<file path="src/rtl/nibble_sequencer.sv">
// -----------------------------------------------------------------------------
// nibble_sequencer
// Program counter and instruction sequencer for the Nibbler CPU. Fetches
// instruction bytes from a combinational program ROM, sequences single-byte
// ALU/NOP instructions (FETCH -> EXEC) and two-byte jumps (FETCH -> ADDR),
// resolves conditional jumps from the Flags register and generates the
// Flags register load strobe.
//
// Ports:
//   clk        in   system clock, rising edge active
//   reset      in   asynchronous active-low reset
//   instr      in   ROM data at address pc_out (combinational)
//   flags      in   {C, Z} from the Flags register
//   hold       in   freeze state/pc/ir and suppress strobes
//   pc_out     out  program counter (ROM address)
//   ir_out     out  instruction register {opcode, operand}
//   phase      out  0 FETCH, 1 EXEC, 2 ADDR
//   flags_load out  Flags register capture strobe (EXEC of an ALU op)
//   jump_taken out  high in the ADDR cycle that loads the jump target
// -----------------------------------------------------------------------------
module nibble_sequencer #(
  parameter int ADDR_W = 12
) (
  input  logic              clk,
  input  logic              reset,
  input  logic [7:0]        instr,
  input  logic [1:0]        flags,
  input  logic              hold,
  output logic [ADDR_W-1:0] pc_out,
  output logic [7:0]        ir_out,
  output logic [1:0]        phase,
  output logic              flags_load,
  output logic              jump_taken
);

  typedef enum logic [1:0] {
    S_FETCH = 2'd0,
    S_EXEC  = 2'd1,
    S_ADDR  = 2'd2
  } state_t;

  state_t            r_state;
  logic [ADDR_W-1:0] r_pc;
  logic [7:0]        r_ir;

  logic [ADDR_W-1:0] w_pc_inc;
  logic [ADDR_W-1:0] w_target;
  logic              w_fetch_is_jump;
  logic              w_cond;

  // Natural ADDR_W-bit overflow gives the required 0xFFF -> 0x000 wrap.
  assign w_pc_inc = r_pc + {{(ADDR_W-1){1'b0}}, 1'b1};
  assign w_target = {r_ir[3:0], instr};

  // Opcodes 0x8..0xC are two-byte jumps; everything else executes in EXEC.
  assign w_fetch_is_jump = (instr[7:4] >= 4'h8) && (instr[7:4] <= 4'hC);

  // Jump condition decode from the latched opcode; flags = {C, Z}.
  always_comb begin
    w_cond = 1'b0;
    case (r_ir[7:4])
      4'h8:    w_cond = flags[1];
      4'h9:    w_cond = ~flags[1];
      4'hA:    w_cond = flags[0];
      4'hB:    w_cond = ~flags[0];
      4'hC:    w_cond = 1'b1;
      default: w_cond = 1'b0;
    endcase
  end

  // Strobes are pure decodes of the current state; reset forces the state to
  // FETCH asynchronously, so both drop the instant reset asserts.
  assign flags_load = ~hold && (r_state == S_EXEC) && ~r_ir[7];
  assign jump_taken = ~hold && (r_state == S_ADDR) && w_cond;

  // Sequencer state machine with PC and instruction register.
  always_ff @(posedge clk or negedge reset) begin
    if (!reset) begin
      r_state <= S_FETCH;
      r_pc    <= {ADDR_W{1'b0}};
      r_ir    <= 8'h00;
    end else if (hold) begin
      r_state <= r_state;
      r_pc    <= r_pc;
      r_ir    <= r_ir;
    end else begin
      case (r_state)
        S_FETCH: begin
          r_ir    <= instr;
          r_pc    <= w_pc_inc;
          r_state <= w_fetch_is_jump ? S_ADDR : S_EXEC;
        end
        S_EXEC: begin
          r_state <= S_FETCH;
        end
        S_ADDR: begin
          // Not taken still advances past the address byte.
          r_pc    <= w_cond ? w_target : w_pc_inc;
          r_state <= S_FETCH;
        end
        default: begin
          r_state <= S_FETCH;
        end
      endcase
    end
  end

  assign pc_out = r_pc;
  assign ir_out = r_ir;
  assign phase  = r_state;

endmodule

</file>
<file path="config.mk">
export PLATFORM = sky130hd
export DESIGN_NAME = nibble_sequencer
export DESIGN_NICKNAME = d
export VERILOG_FILES = /design/src/rtl/nibble_sequencer.sv
export SDC_FILE = /design/constraint.sdc
export NUM_CORES = 1
export LEC_CHECK = 0
export ABC_AREA = 1
export CORE_MARGIN = 1
export CORE_UTILIZATION = 50
export CTS_CLUSTER_SIZE = 8
export DETAILED_ROUTE_END_ITERATION = 7
export GPL_ROUTABILITY_DRIVEN = 0
export PLACE_DENSITY_LB_ADDON = 0.12
export SLEW_MARGIN = 20
export SYNTH_ARGS = -nofsm -noshare
export SYNTH_HDL_FRONTEND = slang
export SYNTH_SLANG_ARGS = --single-unit
export TNS_END_PERCENT = 20
</file>
<file path="constraint.sdc">
create_clock -name clk -period 3.65 [get_ports clk]
set_clock_uncertainty 0.1 [all_clocks]
set_input_delay 0.365 -clock clk [delete_from_list [all_inputs] [get_ports clk]]
set_output_delay 0.365 -clock clk [all_outputs]
set_load 0.005 [all_outputs]
</file>
== Word level (Yosys, flattened, before mapping) ==
Index checks and enable logic that the tools add are counted.

* Output and inout port bits: 24
* Word-level logic and storage cells: 31
* Flip-flop bits (word level): 22
* Input bits: 13

* Equality and inequality tests: 7
* Reduce and logical (&&, ||, !) cells: 9
* Order comparisons: 2
* $add $sub $neg: 1
* Multiplexer cells: 5
* Bitwise operators: 4

{| class="wikitable"
|+ Operator list
! kind !! count
|-
| $pmux 12 s2 || 1
|-
| $eq 4x4->1 const B || 5
|-
| $add 12x1->12 const B || 1
|-
| $mux 12 || 1
|-
| $logic_and 1x1->1 || 5
|-
| $pmux 1 s5 || 1
|-
| $ge 4x4->1 const B || 1
|-
| $le 4x4->1 const B || 1
|-
| $mux 2 || 2
|-
| $not 1->1 || 4
|-
| $reduce_and 2->1 || 2
|-
| $eq 2x1->1 const B || 1
|-
| $eq 2x2->1 const B || 1
|-
| $logic_not 2->1 || 1
|-
| $reduce_bool 2->1 || 1
|}

== Depth between registers and ports, before layout ==
* Depth in word-level cells: 4
* Depth in mapped cells: 10
* Depth with buffers taken out: 10

== Least setup slack after synthesis ==
Ideal clock, no wire load.

* Kind: register to output
* Start: register r_ir[6], in the netlist ir_out[6]
* End: output jump_taken
* Path slack: 2,175 ps
* Path buffers: 1
* Data arrival time: 1,010 ps
* Cell stages (with the launch flop): 9
* Data required time: 3,185 ps
* Cells stage by stage: dfrtp_1 -> inv_1 -> nand2_1 -> nand2_1 -> nand3_2 -> nand2_4 -> nand2_4 -> buf_6 -> nor2_1

* Word-level cells in the longest chain between the ends: 3
* Elaborated cells between the ends (all ways): 7
* Classes of those cells: 5 x eq/ne; 1 x mux; 1 x reduce/logical

{| class="wikitable"
|+ RTL lines
! item !! line !! text
|-
| start, declared || 44 || <nowiki>logic [7:0] r_ir;</nowiki>
|-
| start signal, assigned || 85 || <nowiki>r_ir <= r_ir;</nowiki>
|-
| start signal, assigned || 89 || <nowiki>r_ir <= instr;</nowiki>
|-
| $eq 4x4->1 || 61 || <nowiki>case (r_ir[7:4])</nowiki>
|-
| $pmux 1 s5 * || 61 ||
|-
| $logic_and 1x1->1 * || 74 || <nowiki>assign jump_taken = ~hold && (r_state == S_ADDR) && w_cond;</nowiki>
|-
| end, declared || 33 || <nowiki>output logic jump_taken</nowiki>
|}

Mark *: on every way between the ends. The rest lies on a longest branch, timed or not.

== Worst setup path after layout ==
* Start: input flags[0]
* End: output jump_taken

* Word-level cells in the longest chain between the ends: 3

{| class="wikitable"
|+ RTL lines
! item !! line !! text
|-
| start, declared || 27 || <nowiki>input logic [1:0] flags,</nowiki>
|-
| $not 1->1 || 65 || <nowiki>4'hB: w_cond = ~flags[0];</nowiki>
|-
| $pmux 1 s5 * || 61 ||
|-
| $logic_and 1x1->1 * || 74 ||
|}

Marks and branches as above.

==> load_flow_metrics.sql <==
INSERT INTO impl_metrics (metric_group, metric, value, unit) VALUES
('outcome', 'result_of_the_run', 'finished, final reports clean', ''),
('sta', 'timing.final.crit_share', '66.2', '%'),
('floorplanning', 'die_h', '54.7', 'microns'),
('cells_and_area', 'multi_input_area', '698', 'sq um'),
('sta', 'setup_viols_final', '0', ''),
('sta', 'worst_slew_pin_slew', '0.519', 'ns'),
('clock_tree', 'post_cts_resized', '0', ''),
('min_path', 'whs_path_depth', '2', ''),
('global_routing', 'antenna_found_initial', '0', ''),
('yosys', 'synth.most_common_cell', 'nand2_1', ''),
('clock_tree', 'later_pin_clock_latency_in_the_skew_report', '0.31', 'ns'),
('cells_and_area', 'fillCellCount', '221', ''),
('drt', 'detailroute.via_count', '1330', ''),
('yosys', 'yosys_most_used_dff', 'dfrtp_1', ''),
('cells_and_area', 'nNetsFinal', '242', ''),
('global_routing', 'track_usage', '23.6', '%'),
('yosys', 'synth-seq-cells', '22', ''),
('drt', 'ant_nets', '0', ''),
('flow_run', 'max_cap_viol_count', '0', ''),
('setup_path', 'worstSetupPathType', 'input pin to output pin', ''),
('yosys', 'syn_inst', '191', ''),
('setup_path', 'critical_path.max_stage_delay', '0.50', 'ns'),
('global_routing', 'pin_count_of_the_biggest_net_entering_global_routing', '23', ''),
('drt', 'dr.first_iter.drc_count', '41', ''),
('yosys', 'ys_seq_area_share', '39.7', '%'),
('clock_tree', 'clock_tree.htree_level_count', '1', ''),
('drt', 'drt-pass1-iter-count', '6', ''),
('global_routing', 'number_of_global_route_vias_before_repair', '1194', ''),
('cells_and_area', 'finish.utilization', '71.1', '%'),
('min_path', 'hold_path.startpoint', 'ir_out[6]', ''),
('setup_path', 'critPathLaunchType', 'input pin', ''),
('sta', 'timing.final.hold_violations', '0', ''),
('drt', 'postRouteWirelength', '3070', 'microns'),
('global_routing', 'globalRoute.totalOverflow', '0', ''),
('yosys', 'synth_edf_count', '0', ''),
('floorplanning', 'area_of_the_core', '0.00254', 'sq mm'),
('floorplanning', 'die_area', '0.00299', 'sq mm'),
('floorplanning', 'design.portCount', '37', ''),
('cells_and_area', 'flow.area_growth_from_synthesis', '30.4', '%'),
('drt', 'via_per_inst', '5.18', ''),
('floorplanning', 'placementRows', '18', ''),
('sta', 'final_period_minus_worst_setup_slack', '2.42', 'ns'),
('sta', 'maxSlewHeadroom', '65.4', '%'),
('setup_path', 'cp-end-kind', 'output pin', ''),
('clock_tree', 'clockRootBuffer', 'clkbuf_4', ''),
('setup_path', 'critical_path_arrival', '1.95', 'ns'),
('cells_and_area', 'area.sequential', '551', 'sq um'),
('floorplanning', 'start_util', '54.5', '%'),
('yosys', 'mappedNetlistNets', '205', ''),
('floorplanning', 'die_width', '54.7', 'microns'),
('setup_path', 'path_max_fanout', '14', ''),
('cells_and_area', 'post_route_cells_drive_above_1_share', '10.6', '%'),
('yosys', 'synth_top_cells_by_area', 'dfrtp_1, nand2_1, nand3_1', ''),
('clock_tree', 'cts_max_path_buffers', '2', ''),
('setup_path', 'r2r_cells', '9', ''),
('clock_tree', 'clock_tree_from_tritoncts', 'yes', ''),
('yosys', 'synthDistinctLibCells', '25', ''),
('power', 'power.leakage', '0.869', 'nW'),
('sta', 'grt_setup_unrepaired', 'false', ''),
('place', 'place_ws', '1.24', 'ns'),
('yosys', 'yosysTopAreaCell', 'dfrtp_1', ''),
('setup_path', 'worstPathCellList', 'clkdlybuf4s50_1 > nand2_1 > nand2_1 > nand3_2 > nand2_4 > nand2_4 > nor2_1 > clkdlybuf4s50_1', ''),
('sta', 'max_clock_freq', '0.414', 'GHz'),
('yosys', 'avgSynthCellArea', '7.26', 'sq um'),
('yosys', 'post_synth_most_frequent_cells', 'nand2_1, nand3_1, inv_1', ''),
('setup_path', 'timing.rr.start', 'pc_out[0]', ''),
('yosys', 'yosys.area.top_type_share', '39.7', '%'),
('sta', 'maxSlewViolCount', '0', ''),
('global_routing', 'grt_pass1_wl', '5020', 'microns'),
('place', 'post-dp-hpwl', '2300', 'microns'),
('setup_path', 'crit_path_start', 'flags[0]', '');
-- routing by layer --
layer / part of all wire, % / GRT usage, %
met5: 0 / 0
met2: 50 / 40.0
met4: 0.62 / 7.69
met1: 46 / 30.5
met3: 4.2 / 3.33
-- path summary, 6_finish.rpt --
kind	endpoint	slack [ns]
max in group asynchronous	ir_out[5]	2.64
setup reg to reg	pc_out[10]	2.07
hold / removal	ir_out[6]	0.43
hold reg to reg	ir_out[6]	0.43
min in group asynchronous	pc_out[8]	0.45
setup / recovery	jump_taken	1.23
-- what timing repair did --
action,CTS,global route
buffers inserted,0,0
hold buffers,0,1
endpoints found under the hold margin,0,22
endpoints found under the setup margin,0,0
-- power breakdown --
group / internal [mW] / switching, mW
Clock: 0.111 / 0.0757
Sequential: 0.329 / 0.109
Combinational: 0.278 / 0.241
-- worst max-delay path: cells and delay by family --
family | cells | cell delay, ns
simple gates | 6 | 0.61
buf+inv | 2 | 0.98
-- stage by stage --
step | cell area [sq um] | hold slack [ns] | total power [mW] | cells
6_report | 1810 | 0.427 | 1.14 | 257
5_1_grt | 1810 | 0.468 | 1.24 | 257
4_1_cts | 1800 | 0.440 | 1.16 | 256
3_5_place_dp | 1750 | 0.410 | 0.961 | 252
3_3_place_gp | 1750 | 0.401 | 0.949 | 252
2_1_floorplan | 1390 | -0.0306 | 0.721 | 191
-- layout by cell type, fill, tap and decap left out, drive strengths merged --
master and n:
nand3b 4, o21bai 2, o22ai 1, buf 1, nand4 2, o21ai 16, nor2 11, bufinv 1
dlygate4sd3 1, dfrtp 22, xor2 3, clkinv 1, nand3 27, nor4 1, clkbuf 3, a21oi 1
ha 1, nand2 67, inv 27, clkdlybuf4s50 35
-- cell families after synthesis --
logic type                 synth area share [%]
DFF                                        39.7
and+or+nand+nor                            39.0
adders and majority gates                 0.902
AOI/OAI and AO/OA                          8.48
xor gates and xnor gates                   1.89
buffers and inverters                      10.0
-- sequential cells by signal (all words and copies together) (netlist names) --
| register | count |
|---|---|
| ir_out | 8 |
| pc_out | 12 |
| phase | 2 |
-- final cells by class --
| type | instances | area share (%) |
|---|---|---|
| Clock buffer | 3 | 1.24 |
| Clock inverter | 1 | 1.66 |
| Inverter | 28 | 5.81 |
| Multi-Input combinational cell | 136 | 38.6 |
| Sequential cell | 22 | 30.4 |
| Tap cell | 30 | 2.07 |
| Timing Repair Buffer | 37 | 20.2 |
Power figures use the tool's default switching activity.
